==> config.mk <==
export PLATFORM = sky130hd
export DESIGN_NAME = trigger_threshold_discriminator_flat
export DESIGN_NICKNAME = d
export VERILOG_FILES = /design/src/rtl/trigger_threshold_discriminator_pkg.sv /design/src/rtl/trigger_threshold_discriminator_if.sv /design/src/rtl/trigger_threshold_discriminator_disc.sv /design/src/rtl/trigger_threshold_discriminator.sv /design/src/flat_wrapper.sv
export SDC_FILE = /design/constraint.sdc
export NUM_CORES = 1
export LEC_CHECK = 0
export ABC_AREA = 1
export CAP_MARGIN = 15
export CORE_MARGIN = 4
export CORE_UTILIZATION = 45
export DETAILED_ROUTE_END_ITERATION = 6
export PLACE_DENSITY = 0.68
export SLEW_MARGIN = 20
export SYNTH_ARGS = -nofsm -noshare
export SYNTH_HDL_FRONTEND = slang
export SYNTH_HIERARCHICAL = 1
export SYNTH_SLANG_ARGS = --single-unit
==> constraint.sdc <==
create_clock -name aclk -period 2.13 [get_ports aclk]
set_input_delay 0.3195 -clock aclk [delete_from_list [all_inputs] [get_ports aclk]]
set_output_delay 0.3195 -clock aclk [all_outputs]
set_load 0.02 [all_outputs]
==> src/rtl/trigger_threshold_discriminator_pkg.sv <==
// Shared types and helpers for the trigger threshold discriminator.
package trig_disc_pkg;

    localparam int NSAMP_DEF = 8;
    localparam int NBITS_DEF = 5;
    localparam int POS_W     = $clog2(NSAMP_DEF);

    typedef enum logic [1:0] {
        IDLE    = 2'd0,
        ARMED   = 2'd1,
        HOLDOFF = 2'd2
    } state_e;

    // Magnitude of a two's complement sample, one bit wider so -16 maps to 16.
    function automatic logic [NBITS_DEF:0] sample_mag(input logic [NBITS_DEF-1:0] s);
        logic [NBITS_DEF:0] ext;
        ext = {s[NBITS_DEF-1], s};
        return ext[NBITS_DEF] ? -ext : ext;
    endfunction

    // Index of the lowest set bit; 0 when the mask is empty.
    function automatic logic [POS_W-1:0] lowest_set(input logic [NSAMP_DEF-1:0] m);
        logic [POS_W-1:0] pos;
        pos = '0;
        for (int i = NSAMP_DEF - 1; i >= 0; i--) begin
            if (m[i]) pos = POS_W'(i);
        end
        return pos;
    endfunction

endpackage

==> src/rtl/trigger_threshold_discriminator_if.sv <==
// Sample/trigger bus between the filter chain, the discriminator and housekeeping.
interface trigger_threshold_discriminator_if
    import trig_disc_pkg::*;
#(
    parameter int NSAMP     = NSAMP_DEF,
    parameter int NBITS     = NBITS_DEF,
    parameter int HOLDOFF_W = 8,
    parameter int SCALER_W  = 16
);
    logic                       enable_i;
    logic [NBITS-1:0]           thresh_i;
    logic [HOLDOFF_W-1:0]       holdoff_i;
    logic [NSAMP*NBITS-1:0]     dat_i;
    logic [NSAMP-1:0]           hit_mask_o;
    logic                       trig_o;
    logic [$clog2(NSAMP)-1:0]   trig_pos_o;
    logic [SCALER_W-1:0]        scaler_o;
    logic                       scaler_valid_o;

    modport master (
        output enable_i, thresh_i, holdoff_i, dat_i,
        input  hit_mask_o, trig_o, trig_pos_o, scaler_o, scaler_valid_o
    );

    modport slave (
        input  enable_i, thresh_i, holdoff_i, dat_i,
        output hit_mask_o, trig_o, trig_pos_o, scaler_o, scaler_valid_o
    );
endinterface

==> src/rtl/trigger_threshold_discriminator_disc.sv <==
// Per-sample magnitude compare; purely combinational.
module sample_discriminator
    import trig_disc_pkg::*;
(
    input  logic [NBITS_DEF-1:0] sample_i,
    input  logic [NBITS_DEF-1:0] thresh_i,
    output logic                 hit_o
);
    logic [NBITS_DEF:0] mag;

    // A zero threshold disables hits rather than matching everything.
    always_comb begin
        mag   = sample_mag(sample_i);
        hit_o = (thresh_i != '0) && (mag >= {1'b0, thresh_i});
    end
endmodule

==> src/rtl/trigger_threshold_discriminator.sv <==
// Threshold trigger: registered hit mask, armed/holdoff FSM and gated rate scaler.
module trigger_threshold_discriminator
    import trig_disc_pkg::*;
#(
    parameter int NSAMP     = NSAMP_DEF,
    parameter int NBITS     = NBITS_DEF,
    parameter int HOLDOFF_W = 8,
    parameter int SCALER_W  = 16,
    parameter int GATE_LOG2 = 20
) (
    input  logic                                   aclk,
    input  logic                                   aresetn,
    trigger_threshold_discriminator_if.slave       bus
);
    localparam int PW = $clog2(NSAMP);

    logic [NSAMP-1:0]     hit_mask_d, hit_mask_q;
    state_e               state_d, state_q;
    logic [HOLDOFF_W-1:0] cnt_d, cnt_q;
    logic                 trig_d, trig_q;
    logic [PW-1:0]        trig_pos_d, trig_pos_q;
    logic [GATE_LOG2-1:0] gate_d, gate_q;
    logic [SCALER_W-1:0]  count_d, count_q, count_inc;
    logic [SCALER_W-1:0]  scaler_d, scaler_q;
    logic                 scaler_valid_d, scaler_valid_q;

    generate
        for (genvar gi = 0; gi < NSAMP; gi++) begin : g_disc
            sample_discriminator u_disc (
                .sample_i (bus.dat_i[gi*NBITS +: NBITS]),
                .thresh_i (bus.thresh_i),
                .hit_o    (hit_mask_d[gi])
            );
        end
    endgenerate

    // Trigger FSM: fire from the registered mask, then count down the holdoff.
    always_comb begin
        state_d    = state_q;
        cnt_d      = cnt_q;
        trig_d     = 1'b0;
        trig_pos_d = trig_pos_q;
        case (state_q)
            IDLE: begin
                cnt_d = '0;
                if (bus.enable_i) state_d = ARMED;
            end
            ARMED: begin
                if (hit_mask_q != '0) begin
                    trig_d     = 1'b1;
                    trig_pos_d = lowest_set(hit_mask_q);
                    if (bus.holdoff_i != '0) begin
                        cnt_d   = bus.holdoff_i;
                        state_d = HOLDOFF;
                    end
                end
            end
            HOLDOFF: begin
                cnt_d = cnt_q - HOLDOFF_W'(1);
                if (cnt_q == HOLDOFF_W'(1)) state_d = ARMED;
            end
            default: begin
                state_d = IDLE;
                cnt_d   = '0;
            end
        endcase
        // Disable only redirects the state; a trigger already decided still goes out.
        if (!bus.enable_i) begin
            state_d = IDLE;
            cnt_d   = '0;
        end
    end

    // Rate scaler: free-running gate, saturating trigger count latched at terminal count.
    always_comb begin
        gate_d    = gate_q + GATE_LOG2'(1);
        count_inc = (trig_q && (count_q != '1)) ? count_q + SCALER_W'(1) : count_q;
        if (gate_q == '1) begin
            scaler_d       = count_inc;
            count_d        = '0;
            scaler_valid_d = 1'b1;
        end else begin
            scaler_d       = scaler_q;
            count_d        = count_inc;
            scaler_valid_d = 1'b0;
        end
    end

    // State register for everything above.
    always_ff @(posedge aclk or negedge aresetn) begin
        if (!aresetn) begin
            hit_mask_q     <= '0;
            state_q        <= IDLE;
            cnt_q          <= '0;
            trig_q         <= 1'b0;
            trig_pos_q     <= '0;
            gate_q         <= '0;
            count_q        <= '0;
            scaler_q       <= '0;
            scaler_valid_q <= 1'b0;
        end else begin
            hit_mask_q     <= hit_mask_d;
            state_q        <= state_d;
            cnt_q          <= cnt_d;
            trig_q         <= trig_d;
            trig_pos_q     <= trig_pos_d;
            gate_q         <= gate_d;
            count_q        <= count_d;
            scaler_q       <= scaler_d;
            scaler_valid_q <= scaler_valid_d;
        end
    end

    assign bus.hit_mask_o     = hit_mask_q;
    assign bus.trig_o         = trig_q;
    assign bus.trig_pos_o     = trig_pos_q;
    assign bus.scaler_o       = scaler_q;
    assign bus.scaler_valid_o = scaler_valid_q;

endmodule

==> src/flat_wrapper.sv <==
// flat-port wrapper written by rule: the top's interface ports become plain ports
module trigger_threshold_discriminator_flat import trig_disc_pkg::*;
#(
    parameter int NSAMP     = NSAMP_DEF,
    parameter int NBITS     = NBITS_DEF,
    parameter int HOLDOFF_W = 8,
    parameter int SCALER_W  = 16,
    parameter int GATE_LOG2 = 20
)
  (aclk, aresetn, bus_enable_i, bus_thresh_i, bus_holdoff_i, bus_dat_i, bus_hit_mask_o, bus_trig_o, bus_trig_pos_o, bus_scaler_o, bus_scaler_valid_o);
  trigger_threshold_discriminator_if #(.NSAMP(NSAMP), .NBITS(NBITS), .HOLDOFF_W(HOLDOFF_W), .SCALER_W(SCALER_W)) bus_i ();
  input  logic aclk;
  input  logic aresetn;
  input wire logic [$bits(bus_i.enable_i)-1:0] bus_enable_i;
  input wire logic [$bits(bus_i.thresh_i)-1:0] bus_thresh_i;
  input wire logic [$bits(bus_i.holdoff_i)-1:0] bus_holdoff_i;
  input wire logic [$bits(bus_i.dat_i)-1:0] bus_dat_i;
  output wire logic [$bits(bus_i.hit_mask_o)-1:0] bus_hit_mask_o;
  output wire logic [$bits(bus_i.trig_o)-1:0] bus_trig_o;
  output wire logic [$bits(bus_i.trig_pos_o)-1:0] bus_trig_pos_o;
  output wire logic [$bits(bus_i.scaler_o)-1:0] bus_scaler_o;
  output wire logic [$bits(bus_i.scaler_valid_o)-1:0] bus_scaler_valid_o;
  assign bus_i.enable_i = bus_enable_i;
  assign bus_i.thresh_i = bus_thresh_i;
  assign bus_i.holdoff_i = bus_holdoff_i;
  assign bus_i.dat_i = bus_dat_i;
  assign bus_hit_mask_o = bus_i.hit_mask_o;
  assign bus_trig_o = bus_i.trig_o;
  assign bus_trig_pos_o = bus_i.trig_pos_o;
  assign bus_scaler_o = bus_i.scaler_o;
  assign bus_scaler_valid_o = bus_i.scaler_valid_o;
  trigger_threshold_discriminator #(.NSAMP(NSAMP), .NBITS(NBITS), .HOLDOFF_W(HOLDOFF_W), .SCALER_W(SCALER_W), .GATE_LOG2(GATE_LOG2)) u_core (.aclk(aclk), .aresetn(aresetn), .bus(bus_i));
endmodule
Word-level counts from Yosys, hierarchy flattened
Cells that the tools add are included.
{"block": "classes", "mux": 30, "n_lt_le_gt_ge": 8, "addsub": 11, "reduce_logical": 16, "eq_ne": 8}
{"cell": "6-bit by 5-bit greater-or-equal comparator with 1-bit output", "count": 8}
{"cell": "6-bit two-way mux", "count": 8}
{"cell": "6-bit negation", "count": 8}
{"cell": "16-bit two-way mux", "count": 2}
{"cell": "3-bit two-way mux", "count": 8}
{"cell": "8-bit two-way mux", "count": 3}
{"cell": "20-bit by 1-bit adder with 20-bit output, second input constant", "count": 1}
{"cell": "20-bit equality test, second input constant", "count": 1}
{"cell": "16-bit by 1-bit adder with 16-bit output, second input constant", "count": 1}
{"cell": "16-bit != test, second input constant", "count": 1}
{"cell": "8-bit case mux with 2 select lines", "count": 1}
{"cell": "8-bit nonzero test", "count": 2}
{"cell": "1-bit logical AND", "count": 9}
{"cell": "3-bit by 2-bit != test with 1-bit output, second input constant", "count": 3}
{"cell": "8-bit by 1-bit equality test with 1-bit output, second input constant", "count": 1}
{"cell": "2-bit two-way mux", "count": 4}
{"cell": "8-bit by 1-bit subtractor with 8-bit output, second input constant", "count": 1}
{"cell": "2-bit case mux with 3 select lines", "count": 1}
{"cell": "5-bit nonzero test", "count": 1}
{"cell": "2-bit AND reduction", "count": 2}
{"cell": "1-bit two-way mux", "count": 3}
{"cell": "3-bit AND reduction", "count": 1}
{"cell": "2-bit by 1-bit equality test with 1-bit output, second input constant", "count": 1}
{"cell": "2-bit equality test, second input constant", "count": 1}
{"cell": "2-bit logical NOT", "count": 1}
{"block": "word_totals", "out_inout_bits": 29, "ff_bits": 75}

Longest topological paths before layout
Gate-level depths: netlist of the first run.
{"block": "logic_depth", "depth_word": 8, "depth_mapped": 11}

Hierarchy
Netlist of the first run, hierarchy kept.
{"module": "trigger_threshold_discriminator", "area_per_inst_um2": 3965.1, "n_inst": 1, "seq_area_each_um2": 1876.8, "cells_each": 494}
{"module": "sample_discriminator", "area_per_inst_um2": 229.0, "n_inst": 8, "seq_area_each_um2": 0.0, "cells_each": 37}

Worst setup path before layout of the first run
Ideal clock, no wire load.
{"block": "synth_timing", "kind": "register -> register", "startpoint": "register u_core.count_q[0]", "endpoint": "register u_core.scaler_q[14] (netlist: u_core/bus.scaler_o[14])", "required_time_ns": 2.013, "period_less_slack_ns": 1.551, "path_buffers": 1, "arrival_ns": 1.433, "path_slack_ns": 0.579, "stages_incl_launch_ff": 11, "setup_ns": 0.117, "cell_sequence": "dfrtp_1 ha_1 nand2_2 nor2_2 nand2_2 nor2_4 nor2_4 buf_6 nand3_2 nand3_1 nand2_1"}
{"block": "synth_via", "elab_chain_cells": 3, "elab_cells_between_ends": 4, "classes_between": "add/sub (1); eq/ne (1); mux (1); reduce/logical (1)"}
{"item": "start: declaration", "line_no": "trigger_threshold_discriminator.sv:23", "source": "logic [SCALER_W-1:0] count_d, count_q, count_inc;"}
{"item": "start signal: assignment", "line_no": "trigger_threshold_discriminator.sv:108", "source": "count_q <= count_d;"}
{"item": "parallel branches: the longest is 2 deep, another holds 16-bit by 1-bit adder with 16-bit output"}
{"item": "16-bit two-way mux (*)", "line_no": "trigger_threshold_discriminator.sv:77", "source": "count_inc = (trig_q && (count_q != '1)) ? count_q + SCALER_W'(1) : count_q;"}
{"item": "end signal: assignment", "line_no": "trigger_threshold_discriminator.sv:109", "source": "scaler_q <= scaler_d;"}
{"item": "end: declaration", "line_no": "trigger_threshold_discriminator.sv:24", "source": "logic [SCALER_W-1:0] scaler_d, scaler_q;"}
Every way passes the cells marked *.
A chain may end at the register's enable or synchronous reset.

Final worst setup path of the first run
{"block": "layout_timing", "startpoint": "register u_core.trig_q (netlist: u_core/bus.trig_o)", "endpoint": "output port bus_trig_o"}
{"item": "start: declaration", "line_no": "trigger_threshold_discriminator.sv:20", "source": "logic trig_d, trig_q;"}
{"item": "start signal: assignment", "line_no": "trigger_threshold_discriminator.sv:105", "source": "trig_q <= trig_d;"}
{"item": "end: declaration", "line_no": "flat_wrapper.sv:19", "source": "output wire logic [$bits(bus_i.trig_o)-1:0] bus_trig_o;"}
No word-level cell between the ends.

==> flow_metrics.tcl, run 1 <==
set metrics [dict create \
    synth_fa_ha_area_frac 0.121 \
    rows 41 \
    start_kind "register" \
    clk_path_buf_depth 2 \
    worstSetupPathType "register to primary output" \
    wl_mm 12.0 \
    place_hpwl_mm 9.42 \
    synth_top_area_cell "dfrtp_1" \
    grt_pass1_vias 4580 \
    cts_tree "done" \
    gr-total-overflow 0 \
    hold_violations 0 \
    rrSetupSlack_ns 0.42 \
    cts_buffers 9 \
    path_cells "clkdlybuf4s50_1" \
    setup_viol 0 \
    ant_nets 0 \
    clock-sinks 75 \
    areaGrowthSynthToFinish_pct 25.3 \
    cts_resized 0 \
    fmax_mhz 550 \
    hp-class "input port to async pin" \
    netlist.area_leader.share 0.324 \
    pre_cts_ws_ns 0.163 \
    arrival_ns 1.50 \
    ys_ff_latch 75 \
    muxShareOfSynthArea 0 \
    via_per_inst 4.62 \
    nets 1003 \
    final_max_slew_viol_count 0 \
    synthDistinctLibCells 34 \
    maxSlewHeadroom 0.732 \
    design_area_um2 7260 \
    total_leakage_power_uw 0.00377 \
    wl_per_cell_um 11.3 \
    syn_nets 902 \
    diodes 0 \
    status "complete, no violations" \
    cts_setup_buffers 0 \
    synth_compound_area_frac 0.0691 \
    drive_gt1_frac 0.168 \
    final_cell_count_no_fill 1067 \
    path_buf_inv 1 \
    required_ns 1.81 \
    ios 85 \
    fp.dieArea_um2 14800 \
    htree_levels 3 \
    dp_cells 1051 \
    finClkSkew_ns 0.00914 \
    syn_area_um2 5800 \
    grt_pass1_wl_mm 20.4 \
    grt_setup_unrepaired "false" \
    synth_area_leaders "dfrtp_1 (32%), nand2_1 (14%), ha_1 (12%)" \
    layout_setup_ws_ns 0.312 \
    num_vias 4932 \
    first_iter_violations 195 \
    grtUsageTotal 0.170 \
    drc 0 \
    synthSimpleGateAreaFrac 0.322 \
    fillCellCount 1225 \
    worst_pin_slew_ns 0.401 \
    synth-xor-area-share 0.0559 \
    max_stage_delay_ns 0.66 \
    ys_top_cells_by_count "nand2_1 (221), inv_1 (100), dfrtp_1 (75), ha_1 (56), inv_2 (53)" \
    synth_cells 790 \
    whs_ns 0.456 \
    antenna_found_initial 0 \
    grt_max_degree 48 \
    cap_violations 0 \
    root_buffer "clkbuf_16" \
    ys_async_sr_fraction 1.00 \
    synthesis.yosys.warnings 6 \
    synth_edf_count 0 \
    crit_family "buffers and inverters" \
    pwr_density_cell_nw_per_um2 693 \
    clk_pin_slew_ns 0.06 \
    place.gp.congestion 0.844 \
    clkLatencyLatePin_ns 0.33 \
    period_minus_slack_ns 1.82 \
    crit_fanout 8 \
    setup_tns_ns 0 \
    peakVddDrop_mv 0.359 \
    port_buffers 84 \
    placed_area_um2 6910 \
    die_w_um 122 \
    syn_avg_cell_area_um2 7.34 \
    cp-end-kind "primary output" \
    dr.pass1.iters 4 \
    die-height_um 122 \
    ys_seq_area_frac 0.324 \
    post-route-period-util 0.853 \
    synth_flop_cell "dfrtp_1" \
    start_util 0.459 \
    coreArea_um2 12600 \
    holdBufCountCts 1 \
    yosys.cell_count.top_type "nand2_1" \
    crit_slowest_cell "clkdlybuf4s50_1" \
    synth_top_family_by_area "simple AND/OR/NAND/NOR gates" \
]
-- per-layer routing --
metal	up-vias	track usage	routed length, um
met2	72	0.288	5940
met4	0	0.0532	145
met5	-	0	0
met1	2171	0.219	5550
met3	10	0.0331	410
li1	2679	-	-
-- area by class of cell --
cell class / count / area [um2] / area share
flip-flops and latches: 75 / 1880 / 0.258
inverters: 154 / 578 / 0.0796
clock inverters: 6 / 114 / 0.0157
well taps: 172 / 215 / 0.0296
clock buffers: 9 / 225 / 0.0310
multi-input cells: 556 / 3290 / 0.453
repair buffers: 95 / 961 / 0.132
-- logic make-up (layout without fill, tap and decap cells) --
logic type      Yosys count  after routing
simple gates            394            394
buf+inv                 159            264
flops                    75             75
compound gates           69             69
fa+ha+maj                56             56
xor+xnor                 37             37
-- cells in the final DEF, fill, tap and decap left out, types with 7 or more instances in the layout --
| cell | count |
|---|---|
| nand2_2 | 25 |
| nand3_1 | 43 |
| nor3_2 | 9 |
| inv_1 | 100 |
| dfrtp_1 | 75 |
| buf_4 | 8 |
| and3_1 | 8 |
| ha_1 | 56 |
| nand3_2 | 12 |
| nand4_1 | 11 |
| nor3_1 | 7 |
| nor2_1 | 41 |
| xor2_1 | 25 |
| o21ai_0 | 25 |
| a21oi_1 | 23 |
| inv_2 | 53 |
| nand2_1 | 221 |
| nor2_2 | 7 |
| clkbuf_16 | 9 |
| a21oi_2 | 9 |
| clkdlybuf4s50_1 | 83 |
| xnor2_1 | 12 |
-- registers in the layout (all words and copies together), names as in the netlist --
| signal | count |
|---|---|
| u_core/bus.hit_mask_o | 8 |
| u_core/state_q | 2 |
| u_core/bus.scaler_o | 16 |
| u_core/count_q | 16 |
| u_core/cnt_q | 8 |
| u_core/bus.scaler_valid_o | 1 |
| u_core/bus.trig_o | 1 |
| u_core/bus.trig_pos_o | 3 |
| u_core/gate_q | 20 |
-- final timing paths --
path | from | end | depth (start not counted)
worst max-delay path | u_core/bus.trig_o | bus_trig_o | 1
worst min-delay path | aresetn | u_core/bus.scaler_o[0] | 2
worst max register to register | u_core/count_q[0] | u_core/count_q[4] | 10
worst min register to register | u_core/gate_q[17] | u_core/gate_q[17] | 1
max in group asynchronous | aresetn | u_core/gate_q[13] | 3
min in group aclk | u_core/gate_q[17] | u_core/gate_q[17] | 1
-- stage by stage --
| step | total power [uW] | util |
|---|---|---|
| global route | 5400 | 0.576 |
| CTS | 5110 | 0.576 |
| detailed placement | 3330 | 0.548 |
| global placement | 3300 | 0.548 |
| finish | 5030 | 0.576 |
| floorplan | 2760 | - |
-- power by group --
group | internal [uW] | switching [uW] | total, uW
combinational | 648 | 916 | 1560
clock | 1140 | 598 | 1740
sequential | 1570 | 161 | 1730
(Power assumes the default switching activity.)
==> run 2: changes to the inputs <==
Settings changed: CTS_CLUSTER_DIAMETER set to 40, PLACE_DENSITY 0.68 to 0.78.
==> run 2 against run 1 <==
The flow now finishes with violations (hold timing). Core utilization is 0.33 points lower. Sequential share of layout area is 0.15 points higher. Final cell count hardly changed. Clock power is 3% lower. Critical endpoint unchanged. Critical path type unchanged.
==> flow_metrics.tcl, run 2 (same netlist as run 1, synthesis figures left out) <==
set metrics [dict create \
    cts_resized 0 \
    nets 1003 \
    max_stage_delay_ns 0.67 \
    ios 85 \
    path_buf_inv 1 \
    path_cells "clkdlybuf4s50_1" \
    rows 41 \
    grt_max_degree 50 \
    clk_path_buf_depth 2 \
    grt_setup_unrepaired "false" \
    clkLatencyLatePin_ns 0.34 \
    pwr_density_cell_nw_per_um2 687 \
    design_area_um2 7220 \
    crit_family "buffers and inverters" \
    final_max_slew_viol_count 0 \
    power.internal_uw 3240 \
    grt_pass1_vias 4876 \
    peakVddDrop_mv 0.379 \
    final_cell_count_no_fill 1068 \
    place_hpwl_mm 9.50 \
    whs_ns -0.00788 \
    num_vias 5040 \
    layout_commonest_cell "nand2_1" \
    die_w_um 122 \
    setup_viol 0 \
    via_per_inst 4.72 \
    root_buffer "clkbuf_16" \
    arrival_ns 1.51 \
    place.gp.congestion 0.880 \
    first_iter_violations 238 \
    grt_pass1_wl_mm 21.1 \
    top_register "u_core/gate_q" \
    cts_setup_buffers 0 \
    worst_pin_slew_ns 0.601 \
    finClkSkew_ns 0.00625 \
    crit_slowest_cell "clkdlybuf4s50_1" \
    antenna_found_initial 0 \
    post-route-period-util 0.859 \
    grtUsageTotal 0.173 \
    hold_violations 16 \
    maxSlewHeadroom 0.599 \
    ant_nets 0 \
    dr.pass1.iters 4 \
    drive_gt1_frac 0.169 \
    fillCellCount 1177 \
    total_leakage_power_uw 0.00376 \
    largest_reg_flops 20 \
    cp-end-kind "primary output" \
    areaGrowthSynthToFinish_pct 24.6 \
    crit_fanout 8 \
    pwr-share-seq 0.347 \
    power.switching_uw 1720 \
    setup_tns_ns 0 \
    hp-class "input port to async pin" \
    placed_area_um2 6900 \
    required_ns 1.81 \
    coreArea_um2 12600 \
    htree_levels 3 \
    clk_pin_slew_ns 0.06 \
    gr-total-overflow 0 \
    cts_buffers 9 \
    start_util 0.459 \
    cap_violations 0 \
    wl_mm 12.1 \
    diodes 0 \
    wl_per_cell_um 11.3 \
    dp_cells 1052 \
    failed_checks "hold timing" \
    layout_setup_ws_ns 0.299 \
    pwr-share-clk 0.338 \
    drc 0 \
    worstSetupPathType "register to primary output" \
    die-height_um 122 \
    combPwrFrac 0.315 \
    fp.dieArea_um2 14800 \
    final_cell_mix "nand2_1 (221), inv_1 (100), clkdlybuf4s50_1 (83), dfrtp_1 (75), ha_1 (56)" \
    clock-sinks 75 \
    start_kind "register" \
    cts_tree "done" \
    fmax_mhz 546 \
    port_buffers 84 \
    period_minus_slack_ns 1.83 \
    pre_cts_ws_ns 0.141 \
    status "finished, violations left" \
    swShare 0.346 \
    holdBufCountCts 0 \
]
-- run 2: changes by cell type in the layout (fill, tap and decap cells not counted), sizes merged --
cell         change
clkinvlp         -1
clkinv           +1
inv              +1
buf              +1
bufinv           -1
clkbuf           +1
dlygate4sd3      -1
-- run 2: routing by layer --
| metal | vias to the layer above | track usage | routed length (um) |
|---|---|---|---|
| li1 | 2665 | - | - |
| met3 | 13 | 0.0387 | 552 |
| met2 | 95 | 0.297 | 5890 |
| met4 | 0 | 0.0476 | 167 |
| met1 | 2267 | 0.220 | 5450 |
| met5 | - | 0 | 0 |
-- run 2: area by class of cell --
cell class / count / area, um2 / share of cell area
Sequential cell: 75 / 1880 / 0.260
Clock inverter: 6 / 96.3 / 0.0133
Tap cell: 172 / 215 / 0.0298
Timing Repair Buffer: 95 / 933 / 0.129
Inverter: 154 / 578 / 0.0800
Clock buffer: 10 / 229 / 0.0317
Multi-Input combinational cell: 556 / 3290 / 0.456
-- run 2: power groups by stage --
stage               combinational, uW  clock [uW]  sequential [uW]
floorplan                         975           0             1780
global placement                 1520           0             1750
detailed placement               1560           0             1750
CTS                              1570        1710             1730
global route                     1790        1760             1740
finish                           1560        1680             1720
-- run 2: stage by stage --
stage | power, uW | util
after floorplan | 2760 | -
after global placement | 3260 | 0.547
after detailed placement | 3310 | 0.547
after CTS | 5010 | 0.572
after global routing | 5290 | 0.572
final | 4960 | 0.572
-- run 2: worst paths after layout --
check                                        startpoint                        to  slack (ns)  depth (start not counted)
min in group aclk               u_core/bus.scaler_o[13]   u_core/bus.scaler_o[13]        0.48                          2
max in group asynchronous                       aresetn  u_core/bus.hit_mask_o[4]        1.49                          2
worst min-delay path                            aresetn         u_core/count_q[2]      -0.008                          1
worst max register to register        u_core/count_q[0]    u_core/bus.scaler_o[9]        0.38                         11
worst min register to register  u_core/bus.scaler_o[13]   u_core/bus.scaler_o[13]        0.48                          2
worst max-delay path                  u_core/bus.trig_o                bus_trig_o        0.30                          1
